==> src/rtl/if_id_fetch_queue.sv <==
`default_nettype none
// ============================================================================
// Module   : if_id_fetch_queue
// Purpose  : DEPTH-entry FIFO of fetched {pc, pc_4, instr} bundles between
//            the IF and ID stages. Valid/ready handshakes on both sides let
//            fetch run ahead while decode stalls. A flush empties the queue
//            in one cycle.
// Ports    : clk       - clock, rising edge
//            reset_n   - asynchronous active-low reset
//            flush     - synchronous clear of all entries
//            in_valid  - IF presents a bundle
//            in_pc     - PC of fetched instruction
//            in_pc_4   - PC + 4
//            in_instr  - fetched instruction
//            in_ready  - queue can accept (!full)
//            out_valid - head entry valid (!empty)
//            out_ready - ID consumes the head this cycle
//            out_pc    - head PC (0 when empty)
//            out_pc_4  - head PC + 4 (0 when empty)
//            out_instr - head instruction (0 bubble when empty)
//            count     - occupancy 0..DEPTH
//            full      - count == DEPTH
//            empty     - count == 0
// Revision : 1.0 - initial release
// ============================================================================
module if_id_fetch_queue #(
  parameter  int ADDR_W  = 32,
  parameter  int INSTR_W = 32,
  parameter  int DEPTH   = 4,
  localparam int CNT_W   = $clog2(DEPTH) + 1
) (
  input  logic               clk,
  input  logic               reset_n,
  input  logic               flush,
  input  logic               in_valid,
  input  logic [ADDR_W-1:0]  in_pc,
  input  logic [ADDR_W-1:0]  in_pc_4,
  input  logic [INSTR_W-1:0] in_instr,
  output logic               in_ready,
  output logic               out_valid,
  input  logic               out_ready,
  output logic [ADDR_W-1:0]  out_pc,
  output logic [ADDR_W-1:0]  out_pc_4,
  output logic [INSTR_W-1:0] out_instr,
  output logic [CNT_W-1:0]   count,
  output logic               full,
  output logic               empty
);

  localparam int               c_PTR_W = $clog2(DEPTH);
  localparam logic [CNT_W-1:0] c_DEPTH = CNT_W'(DEPTH);

  // Storage is intentionally not reset; entries are only observable when
  // count says they are valid.
  logic [ADDR_W-1:0]  r_pc_mem    [DEPTH];
  logic [ADDR_W-1:0]  r_pc_4_mem  [DEPTH];
  logic [INSTR_W-1:0] r_instr_mem [DEPTH];

  logic [c_PTR_W-1:0] r_wr_ptr;
  logic [c_PTR_W-1:0] r_rd_ptr;
  logic [CNT_W-1:0]   r_count;

  logic w_full;
  logic w_empty;
  logic w_push;
  logic w_pop;

  // Status comes purely from the registered count, so in_ready never
  // depends combinationally on out_ready.
  assign w_full  = (r_count == c_DEPTH);
  assign w_empty = (r_count == '0);
  assign w_push  = in_valid & ~w_full;
  assign w_pop   = out_ready & ~w_empty;

  always_ff @(posedge clk or negedge reset_n) begin
    if (!reset_n) begin
      r_wr_ptr <= '0;
      r_rd_ptr <= '0;
      r_count  <= '0;
    end else if (flush) begin
      // Flush wins over any handshake in the same cycle.
      r_wr_ptr <= '0;
      r_rd_ptr <= '0;
      r_count  <= '0;
    end else begin
      if (w_push) begin
        r_wr_ptr <= r_wr_ptr + 1'b1;
      end
      if (w_pop) begin
        r_rd_ptr <= r_rd_ptr + 1'b1;
      end
      case ({w_push, w_pop})
        2'b10:   r_count <= r_count + 1'b1;
        2'b01:   r_count <= r_count - 1'b1;
        default: r_count <= r_count;
      endcase
    end
  end

  // A write discarded by flush is harmless: the slot is outside the valid
  // window once the pointers and count are cleared.
  always_ff @(posedge clk) begin
    if (w_push) begin
      r_pc_mem[r_wr_ptr]    <= in_pc;
      r_pc_4_mem[r_wr_ptr]  <= in_pc_4;
      r_instr_mem[r_wr_ptr] <= in_instr;
    end
  end

  assign in_ready  = ~w_full;
  assign out_valid = ~w_empty;
  assign out_pc    = w_empty ? '0 : r_pc_mem[r_rd_ptr];
  assign out_pc_4  = w_empty ? '0 : r_pc_4_mem[r_rd_ptr];
  assign out_instr = w_empty ? '0 : r_instr_mem[r_rd_ptr];
  assign count     = r_count;
  assign full      = w_full;
  assign empty     = w_empty;

endmodule
`default_nettype wire

==> config.mk <==
export PLATFORM = sky130hd
export DESIGN_NAME = if_id_fetch_queue
export DESIGN_NICKNAME = d
export VERILOG_FILES = /design/src/rtl/if_id_fetch_queue.sv
export SDC_FILE = /design/constraint.sdc
export NUM_CORES = 1
export LEC_CHECK = 0
export ABC_AREA = 1
export CORE_MARGIN = 2
export CORE_UTILIZATION = 30
export DETAILED_ROUTE_END_ITERATION = 12
export GPL_TIMING_DRIVEN = 0
export SLEW_MARGIN = 0
export SYNTH_ARGS = -nofsm -noshare
export SYNTH_HDL_FRONTEND = slang
export SYNTH_SLANG_ARGS = --single-unit
==> constraint.sdc <==
create_clock -name clk -period 7.4 [get_ports clk]
set_clock_uncertainty 0.05 [all_clocks]
set_input_delay 1.48 -clock clk [delete_from_list [all_inputs] [get_ports clk]]
set_output_delay 1.48 -clock clk [all_outputs]
set_load 0.005 [all_outputs]
==> results.sh <==
export IMPL_status="complete, no violations"
export IMPL_setup_viol=0
export IMPL_drcViolationCount=0
export IMPL_rows=82
export IMPL_clockBufferDepth=3
export IMPL_hold_end="count[1]$_DFFE_PN0P_"
export IMPL_cts_hold_buf=0
export IMPL_worstMarginPinSlew_ps=738
export IMPL_ys_types=23
export IMPL_vias=10000
export IMPL_postRouteAntennaNets=0
export IMPL_vias_per_cell=4.64
export IMPL_end_kind="primary output"
export IMPL_ir_worst_vdd_v=0.000219
export IMPL_antenna_found_initial=5
export IMPL_drt_initial_drc_count=627
export IMPL_synth_avg_cell_area_um2=12.8
export IMPL_ys_ff_latch=391
export IMPL_cts_resized=0
export IMPL_yosysSeqAreaShare=0.763
export IMPL_nFillCells=4722
export IMPL_rsz0062_at_grt="false"
export IMPL_htreeDepth=2
export IMPL_core_area_mm2=0.0504
export IMPL_synth_cells=1198
export IMPL_wl_um=42400
export IMPL_nNetsFinal=1570
export IMPL_worst_setup_path_start_kind="flop"
export IMPL_grt_met1_usage=0.205
export IMPL_hold_viol=0
export IMPL_root_buffer="clkbuf_16"
export IMPL_gr_total_overflow=0
export IMPL_gp_congestion=0.744
export IMPL_grt_pass1_wl_um=62300
export IMPL_reg2reg_depth=7
export IMPL_tritoncts="built"
export IMPL_numClockSinks=391
export IMPL_die_h_um=230
export IMPL_fin_crit_sh=0.585
export IMPL_initial_core_util=0.305
export IMPL_met3_usage=0.0393
export IMPL_crit_required_ps=5870
export IMPL_critPathMaxFanout=10
export IMPL_port_buffers=203
export IMPL_grtUsageMet2=0.260
export IMPL_avgRoutedWirePerCell_um=19.5
export IMPL_cts_buffers=43
export IMPL_critical_path_class="reg2out"
export IMPL_synth_top_cell_by_area="edfxtp_1"
export IMPL_grt_use_total=0.157
export IMPL_die_area_mm2=0.0530
export IMPL_cts_setup_buffers=0
export IMPL_drive_above_1_share=0.0957
export IMPL_powerDensity_mw_per_mm2=360
export IMPL_max_freq_ghz=0.231
export IMPL_final_cells=2167
export IMPL_grt_max_degree=28
export IMPL_multi_input_area_mm2=0.00317
export IMPL_final_core_util=0.396
export IMPL_p_leak_nw=6.78
export IMPL_finalMaxSlewViolations=0
export IMPL_yosysWarnings=0
export IMPL_ff2ff_setup_slack_ps=4800
export IMPL_cp_arrival_ps=2800
export IMPL_synth_net_count=1304
export IMPL_synth_area_leaders="edfxtp_1, nor2_1, o21ai_1"
export IMPL_rr_endpoint="r_instr_mem[0][9]$_DFFE_PP_"
export IMPL_layout_min_cycle_time_ps=4330
export IMPL_power_w=0.00718
export IMPL_hp_class="reg2reg"
export IMPL_seq_area_mm2=0.0117
export IMPL_fp_dieW_um=230
export IMPL_grt_pass1_vias=9913
export IMPL_dp_hpwl_um=28200
export IMPL_drt_first_pass_iters=5
export IMPL_busiest_layer="met2"
export IMPL_hp_start="count[1]$_DFFE_PN0P_"
export IMPL_timing_rr_start="count[0]$_DFFE_PN0P_"
export IMPL_clk_pin_slew_worst_paths_ps=60
export IMPL_syn_to_final_growth_pct=30.0
export IMPL_syn_cell_area_mm2=0.0153
export IMPL_dpl_cell_count=2091
export IMPL_whs_path_depth=2
export IMPL_ioPinCount=204
export IMPL_synth_top_area_share=0.751
export IMPL_drv_cap=0
export IMPL_slew_headroom=0.508
export IMPL_clock_latency_ps=560
==> worst max-delay path, stage by stage, from the launching register on <==
cell             delay, ps
dfrtp_1                460
nor2_4                 160
nand2_2                 90
inv_2                  240
clkbuf_1               610
a21oi_1                180
clkdlybuf4s50_1        500
==> layer usage <==
layer,up-vias,wire length [um]
met1,4919,18200
met3,57,2870
li1,4787,-
met5,-,41
met4,6,805
met2,277,20500
==> synthesized netlist by cell type (all sizes together) <==
master,number
clkinv,1
nor2,391
xnor2,1
nand4,3
edfxtp,384
inv,15
a21oi,99
xor2,1
clkbuf,35
dfrtp,7
o21ai,195
fa,1
buf,40
ha,4
nand2,15
nand3,6
==> worst max-delay path by stage <==
stage / start / end / slack [ps] / cells past startpoint
after floorplan: in_valid / r_instr_mem[0][0]$_DFFE_PP_ / 1160 / 2
after global placement: in_valid / r_instr_mem[3][9]$_DFFE_PP_ / -3270 / 3
after detailed placement: in_valid / r_instr_mem[0][9]$_DFFE_PP_ / 3430 / 6
after CTS: count[0]$_DFFE_PN0P_ / out_pc_4[4] / 2910 / 6
after global routing: count[0]$_DFFE_PN0P_ / out_pc_4[4] / 2830 / 6
final: count[0]$_DFFE_PN0P_ / out_pc_4[12] / 3070 / 6
==> through the flow <==
step	setup slack, ps	hold WS [ps]	setup TNS [ps]	instance area [um^2]
2_1_floorplan	1160	530	0	15300
3_3_place_gp	-3270	561	-1236580	18200
3_5_place_dp	3430	603	0	18700
4_1_cts	2910	613	0	20000
5_1_grt	2830	658	0	20000
6_report	3070	609	0	20000
==> report_power, final <==
| group | total (W) | leakage, nW | internal [W] | switching, W |
|---|---|---|---|---|
| logic | 0.00247 | 2.53 | 0.00111 | 0.00136 |
| registers | 0.00272 | 3.61 | 0.00267 | 0.0000523 |
| clock network | 0.00199 | 0.635 | 0.00112 | 0.000866 |
| total | 0.00718 | 6.78 | 0.00490 | 0.00228 |
==> flip-flops by register name (all words and copies together) (netlist names) <==
signal / cells
count: 3
r_instr_mem: 128
r_pc_4_mem: 128
r_pc_mem: 128
r_rd_ptr: 2
r_wr_ptr: 2
==> layout by cell type (no fill, tap or decap), types with 2 or more instances in the layout <==
master and n:
a21oi_1 99, clkbuf_2 16, nand3_1 6, edfxtp_1 384, ha_1 4, buf_12 11
buf_2 14, clkinv_2 9, clkbuf_16 44, nand4_1 3, o21ai_1 108, nand2_1 13
buf_4 21, nor2_1 386, clkbuf_1 27, buf_6 5, clkinv_1 9, nor2_4 5
nand2_2 2, buf_16 7, clkdlybuf4s50_1 203, dfrtp_1 7, o21ai_0 87, inv_2 3
inv_1 12
==> kinds of logic after synthesis <==
logic type	Yosys count	synth area share
compound gates	294	0.0959
xor+xnor	2	0.00114
fa+ha+maj	5	0.00457
buf+inv	91	0.0323
flops	391	0.763
simple gates	415	0.103
==> area by class of cell <==
| cell class | count | area share |
|---|---|---|
| Antenna cell | 1 | 0.000125 |
| Buffer | 75 | 0.0218 |
| Clock buffer | 52 | 0.0567 |
| Clock inverter | 23 | 0.00790 |
| Inverter | 16 | 0.00301 |
| Multi-Input combinational cell | 716 | 0.159 |
| Sequential cell | 391 | 0.587 |
| Tap cell | 672 | 0.0421 |
| Timing Repair Buffer | 221 | 0.123 |
(Power assumes the default switching activity.)
